===== config.mk =====
export PLATFORM = sky130hd
export DESIGN_NAME = crc_frame_arbiter
export DESIGN_NICKNAME = d
export VERILOG_FILES = /design/src/rtl/crc_pkg.sv /design/src/rtl/crc_byte_engine.sv /design/src/rtl/crc_frame_arbiter.sv
export SDC_FILE = /design/constraint.sdc
export NUM_CORES = 1
export LEC_CHECK = 0
export CORE_MARGIN = 4
export CORE_UTILIZATION = 40
export CTS_BUF_LIST = sky130_fd_sc_hd__clkbuf_8
export DETAILED_ROUTE_END_ITERATION = 10
export PLACE_DENSITY_LB_ADDON = 0.08
export SLEW_MARGIN = 20
export SYNTH_ARGS = -nofsm -noshare
export SYNTH_HDL_FRONTEND = slang
export SYNTH_HIERARCHICAL = 1
export SYNTH_SLANG_ARGS = --single-unit

===== constraint.sdc =====
create_clock -name clk -period 9.2 [get_ports clk]
set_input_delay 1.84 -clock clk [delete_from_list [all_inputs] [get_ports clk]]
set_output_delay 1.84 -clock clk [all_outputs]
set_load 0.03 [all_outputs]

===== src/rtl/crc_pkg.sv =====
// -----------------------------------------------------------------------------
// crc_pkg
// Shared definitions for the CRC frame arbiter:
//   - arb_state_t : arbiter FSM states
//   - default CRC-16 polynomial / initial value
//   - crc_next_byte(): folds one byte MSB-first into a CRC accumulator of
//     run-time-selectable width (up to CRC_MAX_W bits)
// -----------------------------------------------------------------------------
package crc_pkg;

  typedef enum logic [1:0] {
    ARB_IDLE   = 2'd0,
    ARB_STREAM = 2'd1,
    ARB_RESULT = 2'd2
  } arb_state_t;

  localparam int          CRC_MAX_W        = 32;
  localparam logic [15:0] CRC_POLY_DEFAULT = 16'h8005;
  localparam logic [15:0] CRC_INIT_DEFAULT = 16'h0000;

  // Non-reflected, MSB-first byte update. The accumulator is carried in a
  // CRC_MAX_W-bit container; bits at or above 'width' are kept at zero so a
  // single function serves every CRC width up to CRC_MAX_W.
  function automatic logic [CRC_MAX_W-1:0] crc_next_byte(
    input logic [CRC_MAX_W-1:0] crc,
    input logic [7:0]           data,
    input logic [CRC_MAX_W-1:0] poly,
    input int                   width
  );
    logic [CRC_MAX_W-1:0] c;
    logic [CRC_MAX_W-1:0] mask;
    logic                 fb;
    for (int b = 0; b < CRC_MAX_W; b++) begin
      mask[b] = (b < width);
    end
    c = crc & mask;
    for (int i = 7; i >= 0; i--) begin
      fb = c[width-1] ^ data[i];
      c  = (c << 1) & mask;
      if (fb) begin
        c = c ^ (poly & mask);
      end
    end
    return c;
  endfunction

endpackage


===== src/rtl/crc_byte_engine.sv =====
// -----------------------------------------------------------------------------
// crc_byte_engine
// N-bit CRC accumulator that folds one byte per enabled cycle.
// Ports:
//   clk, rst_n  : clock, asynchronous active-low reset (accumulator -> 0)
//   init        : load CRC_INIT (takes precedence over en)
//   en          : fold data[7:0] into the accumulator
//   data        : byte to fold
//   crc         : current accumulator value (registered)
// -----------------------------------------------------------------------------
module crc_byte_engine
  import crc_pkg::*;
#(
  parameter int            N        = 16,
  parameter logic [N-1:0]  CRC_POLY = N'(CRC_POLY_DEFAULT),
  parameter logic [N-1:0]  CRC_INIT = N'(CRC_INIT_DEFAULT)
) (
  input  logic         clk,
  input  logic         rst_n,
  input  logic         init,
  input  logic         en,
  input  logic [7:0]   data,
  output logic [N-1:0] crc
);

  logic [N-1:0]         crc_q;
  logic [N-1:0]         crc_d;
  logic [CRC_MAX_W-1:0] folded;

  always_comb begin
    folded = crc_next_byte(CRC_MAX_W'(crc_q), data, CRC_MAX_W'(CRC_POLY), N);
    crc_d  = crc_q;
    if (init) begin
      crc_d = CRC_INIT;
    end else if (en) begin
      crc_d = N'(folded);
    end
  end

  always_ff @(posedge clk or negedge rst_n) begin
    if (!rst_n) begin
      crc_q <= '0;
    end else begin
      crc_q <= crc_d;
    end
  end

  assign crc = crc_q;

endmodule


===== src/rtl/crc_frame_arbiter.sv =====
// -----------------------------------------------------------------------------
// crc_frame_arbiter
// Shares one byte-wide CRC engine between NUM_REQ byte-stream requesters.
// One requester is granted per frame (round-robin); its bytes are streamed
// through the engine and, after the byte carrying s_last, the CRC, requester
// id and byte count are offered on a valid/ready result port.
// Ports:
//   clk, rst_n       : clock, asynchronous active-low reset
//   s_req[i]         : requester i has a frame pending
//   s_valid/s_last[i]: byte valid / last byte of frame for requester i
//   s_data[8i+7:8i]  : byte of requester i
//   s_ready[i]       : byte of requester i accepted when s_valid[i] & s_ready[i]
//   res_valid/ready  : result handshake
//   res_crc/id/len/ovf: CRC, granted index, saturating length, length overflow
//   busy             : arbiter not idle
// -----------------------------------------------------------------------------
module crc_frame_arbiter
  import crc_pkg::*;
#(
  parameter int            NUM_REQ  = 4,
  parameter int            N        = 16,
  parameter logic [N-1:0]  CRC_POLY = N'(CRC_POLY_DEFAULT),
  parameter logic [N-1:0]  CRC_INIT = N'(CRC_INIT_DEFAULT),
  parameter int            LEN_W    = 16,
  localparam int           ID_W     = (NUM_REQ > 1) ? $clog2(NUM_REQ) : 1
) (
  input  logic                 clk,
  input  logic                 rst_n,
  input  logic [NUM_REQ-1:0]   s_req,
  input  logic [NUM_REQ-1:0]   s_valid,
  input  logic [NUM_REQ*8-1:0] s_data,
  input  logic [NUM_REQ-1:0]   s_last,
  output logic [NUM_REQ-1:0]   s_ready,
  output logic                 res_valid,
  input  logic                 res_ready,
  output logic [N-1:0]         res_crc,
  output logic [ID_W-1:0]      res_id,
  output logic [LEN_W-1:0]     res_len,
  output logic                 res_ovf,
  output logic                 busy
);

  arb_state_t         state_q, state_d;
  logic [ID_W-1:0]    grant_q, grant_d;
  logic [ID_W-1:0]    last_grant_q, last_grant_d;
  logic [LEN_W-1:0]   len_q, len_d;
  logic               ovf_q, ovf_d;

  logic [ID_W-1:0]    pick_idx;
  logic [ID_W-1:0]    cand;
  logic               pick_found;

  logic               g_valid;
  logic               g_last;
  logic [7:0]         g_data;

  logic               eng_init;
  logic               eng_en;
  logic [N-1:0]       eng_crc;

  // Round-robin search: first requester with s_req set, starting just after
  // the previously granted index and wrapping around. The previous winner is
  // visited last, so it cannot win twice in a row while anyone else waits.
  always_comb begin
    pick_idx   = last_grant_q;
    pick_found = 1'b0;
    cand       = '0;
    for (int k = 1; k <= NUM_REQ; k++) begin
      cand = ID_W'((int'(last_grant_q) + k) % NUM_REQ);
      if (!pick_found && s_req[cand]) begin
        pick_found = 1'b1;
        pick_idx   = cand;
      end
    end
  end

  // Only the granted lane is looked at; other lanes' traffic is ignored.
  assign g_valid = s_valid[grant_q];
  assign g_last  = s_last[grant_q];
  assign g_data  = s_data[{grant_q, 3'b000} +: 8];

  always_comb begin
    state_d      = state_q;
    grant_d      = grant_q;
    last_grant_d = last_grant_q;
    len_d        = len_q;
    ovf_d        = ovf_q;
    eng_init     = 1'b0;
    eng_en       = 1'b0;
    case (state_q)
      ARB_IDLE: begin
        if (|s_req) begin
          grant_d  = pick_idx;
          len_d    = '0;
          ovf_d    = 1'b0;
          eng_init = 1'b1;
          state_d  = ARB_STREAM;
        end
      end
      ARB_STREAM: begin
        if (g_valid) begin
          eng_en = 1'b1;
          // Length saturates at all-ones; ovf records that it was exceeded.
          if (&len_q) begin
            ovf_d = 1'b1;
          end else begin
            len_d = len_q + LEN_W'(1);
          end
          if (g_last) begin
            state_d = ARB_RESULT;
          end
        end
      end
      ARB_RESULT: begin
        if (res_ready) begin
          last_grant_d = grant_q;
          state_d      = ARB_IDLE;
        end
      end
      default: begin
        state_d = ARB_IDLE;
      end
    endcase
  end

  always_ff @(posedge clk or negedge rst_n) begin
    if (!rst_n) begin
      state_q      <= ARB_IDLE;
      grant_q      <= '0;
      last_grant_q <= ID_W'(NUM_REQ - 1);
      len_q        <= '0;
      ovf_q        <= 1'b0;
    end else begin
      state_q      <= state_d;
      grant_q      <= grant_d;
      last_grant_q <= last_grant_d;
      len_q        <= len_d;
      ovf_q        <= ovf_d;
    end
  end

  crc_byte_engine #(
    .N        (N),
    .CRC_POLY (CRC_POLY),
    .CRC_INIT (CRC_INIT)
  ) u_engine (
    .clk   (clk),
    .rst_n (rst_n),
    .init  (eng_init),
    .en    (eng_en),
    .data  (g_data),
    .crc   (eng_crc)
  );

  for (genvar gi = 0; gi < NUM_REQ; gi++) begin : g_ready
    assign s_ready[gi] = (state_q == ARB_STREAM) && (grant_q == ID_W'(gi));
  end

  // All result fields come straight from registers that do not change while
  // in ARB_RESULT, so they are stable under backpressure.
  assign res_valid = (state_q == ARB_RESULT);
  assign res_crc   = eng_crc;
  assign res_id    = grant_q;
  assign res_len   = len_q;
  assign res_ovf   = ovf_q;
  assign busy      = (state_q != ARB_IDLE);

endmodule


==> results.sh <==
export IMPL_fin_tns_setup_ns=0
export IMPL_layout_drive_gt1_share=0.105
export IMPL_via_per_inst=5.43
export IMPL_post_dp_hpwl_um=4830
export IMPL_routedWlPerCell_um=16.0
export IMPL_dr_pass1_iters=4
export IMPL_dp_cells=393
export IMPL_final_cell_area_um2=3480
export IMPL_synth_edf_count=0
export IMPL_hold_violations=0
export IMPL_cts_root_buf="clkbuf_8"
export IMPL_clk_latency_ns=0.29
export IMPL_synthCells=241
export IMPL_slew_headroom=0.417
export IMPL_async_flop_share=1.00
export IMPL_grt_pass1_vias=2135
export IMPL_finalCritPeriodShare=0.456
export IMPL_wl_um=6380
export IMPL_synth_top_area_share=0.374
export IMPL_avgSynthCellArea_um2=10.3
export IMPL_clock_skew_ns=0.0100
export IMPL_maxCapViolCount=0
export IMPL_track_usage=0.184
export IMPL_die_y_um=86.7
export IMPL_start_util=0.416
export IMPL_cts_buffers=5
export IMPL_dieWidth_um=86.7
export IMPL_cts_tree="done"
export IMPL_crit_path_start_kind="primary input"
export IMPL_vias=2171
export IMPL_dieArea_um2=7520
export IMPL_p_leak_nw=1.35
export IMPL_yosys_register_bits=39
export IMPL_diodes=0
export IMPL_max_vdd_ir_drop_uv=202
export IMPL_grt_pass1_wl_um=10800
export IMPL_power_density_nw_per_um2=314
export IMPL_drt_first_iter_violations=67
export IMPL_area_delta_synth_final_pct=40.7
export IMPL_layout_min_cycle_time_ns=4.19
export IMPL_synth_distinct_cells=56
export IMPL_core_rowCount=28
export IMPL_synth_main_ff_cell="dfrtp_1"
export IMPL_nets=373
export IMPL_gp_congestion=0.778
export IMPL_status="finished clean"
export IMPL_antenna_found_initial=0
export IMPL_ant_nets=0
export IMPL_worstPathArrival_ns=4.38
export IMPL_grt_max_degree=40
export IMPL_crit_fanout=3
export IMPL_syn_area_um2=2480
export IMPL_cts_hold_buffers=0
export IMPL_grt_overflow_total=0
export IMPL_worstMarginPinSlew_ns=0.875
export IMPL_cts_path_max_buffers=2
export IMPL_pre_cts_slack_ns=4.70
export IMPL_htreeDepth=2
export IMPL_drv_slew=0
export IMPL_fmax_mhz=238
export IMPL_ys_top_cells_by_area="dfrtp_1 (37%), mux4_2 (8.2%), xnor2_1 (6.0%)"
export IMPL_setup_violations=0
export IMPL_fin_cells=400
export IMPL_place_port_buffers=87
export IMPL_dpl_cell_area_um2=3380
export IMPL_synth_top_area_cell="dfrtp_1"
export IMPL_ios=88
export IMPL_rsz0062_at_grt="no"
export IMPL_post_cts_resized=0
export IMPL_fin_ws_ns=5.01
export IMPL_crit_required_ns=9.38
export IMPL_hold_class="register to register"
export IMPL_ys_seq_area_frac=0.395
export IMPL_final_cell_mix="clkdlybuf4s50_1 (86), dfrtp_1 (37), nor2_1 (22)"
export IMPL_clk_pin_slew_worst_paths_ns=0.08
export IMPL_layout_commonest_cell="clkdlybuf4s50_1"
export IMPL_worstSetupPathType="primary input to register"
export IMPL_cts_sinks=39
export IMPL_core_um2=5960
export IMPL_ys_warn_count=6
export IMPL_crit_path_end_kind="register"
export IMPL_postCtsSetupBuffers=0
export IMPL_drc_errors=0
export IMPL_syn_nets=289
[state kept, by name, indices dropped and copies added, names as in the netlist]
name / flops
state_q: 2
u_engine/crc: 16
last_grant_q: 2
res_len: 16
res_ovf: 1
res_id: 2
[worst paths after layout]
path	startpoint	to	slack [ns]	depth (start not counted)
max	s_data[30]	u_engine/crc[15]$_DFFE_PN0P_	5.01	8
min	res_ovf$_DFFE_PN0P_	res_ovf$_DFFE_PN0P_	0.52	2
max reg2reg	res_id[0]$_DFFE_PN0P_	u_engine/crc[15]$_DFFE_PN0P_	5.97	7
min reg2reg	res_ovf$_DFFE_PN0P_	res_ovf$_DFFE_PN0P_	0.52	2
max in group asynchronous	rst_n	res_id[0]$_DFFE_PN0P_	6.99	1
min in group asynchronous	rst_n	res_len[14]$_DFFE_PN0P_	1.66	1
[final cells by class]
cell class                 instances  area, um2
fill                             555       2470
multi-input combinational        180       1390
sequential                        39        978
timing repair buffer              89        881
tap                               75       93.8
clock buffer                       5       68.8
inverter                          10       37.5
clock inverter                     2       33.8
[per-stage QoR]
stage / hold WS, ns / util / power, mW
final: 0.520 / 0.585 / 1.09
after global routing: 0.581 / 0.585 / 1.18
after CTS: 0.526 / 0.585 / 1.11
after detailed placement: 0.506 / 0.568 / 0.965
after global placement: 0.486 / 0.568 / 0.961
after floorplan: 0.505 / - / 0.793
[routing by layer]
layer | track usage | up-vias | routed length (um)
li1 | - | 1066 | -
met2 | 0.274 | 56 | 3000
met3 | 0.0665 | 5 | 497
met4 | 0.0467 | 0 | 69
met1 | 0.254 | 1044 | 2820
met5 | 0 | - | 0
[where the power goes]
part | leakage, nW | total (mW) | internal, mW | switching, mW
Combinational | 0.778 | 0.671 | 0.333 | 0.337
Clock | 0.0554 | 0.137 | 0.0784 | 0.0586
Sequential | 0.515 | 0.285 | 0.216 | 0.0690
Total | 1.35 | 1.09 | 0.628 | 0.465
[cells by family after synthesis]
logic type                 synth area share
AOI/OAI and AO/OA                     0.130
adders and majority gates           0.00505
and+or+nand+nor                       0.186
muxes                                 0.157
xor gates and xnor gates             0.0833
DFF                                   0.395
buffers and inverters                0.0434
[cell usage after synthesis (4+ instances only)]
cell / n
mux4_2: 9
buf_1: 4
mux2_2: 4
o31ai_1: 5
nand3_1: 7
nand2_1: 17
o21ai_0: 8
nor4_1: 4
mux2i_1: 14
a21oi_1: 8
a211oi_1: 9
or4_1: 6
nand2b_1: 4
inv_1: 9
nand4_1: 4
nor3_1: 5
xnor2_1: 17
nor2_1: 22
dfrtp_1: 37
[worst max-delay path: stages]
cell	delay [ns]
clkdlybuf4s50_1	0.41
mux4_2	0.48
xnor2_1	0.25
xor2_1	0.26
xnor3_2	0.51
xnor2_2	0.16
and4b_1	0.21
a211o_1	0.26
Power figures use the tool's default switching activity.
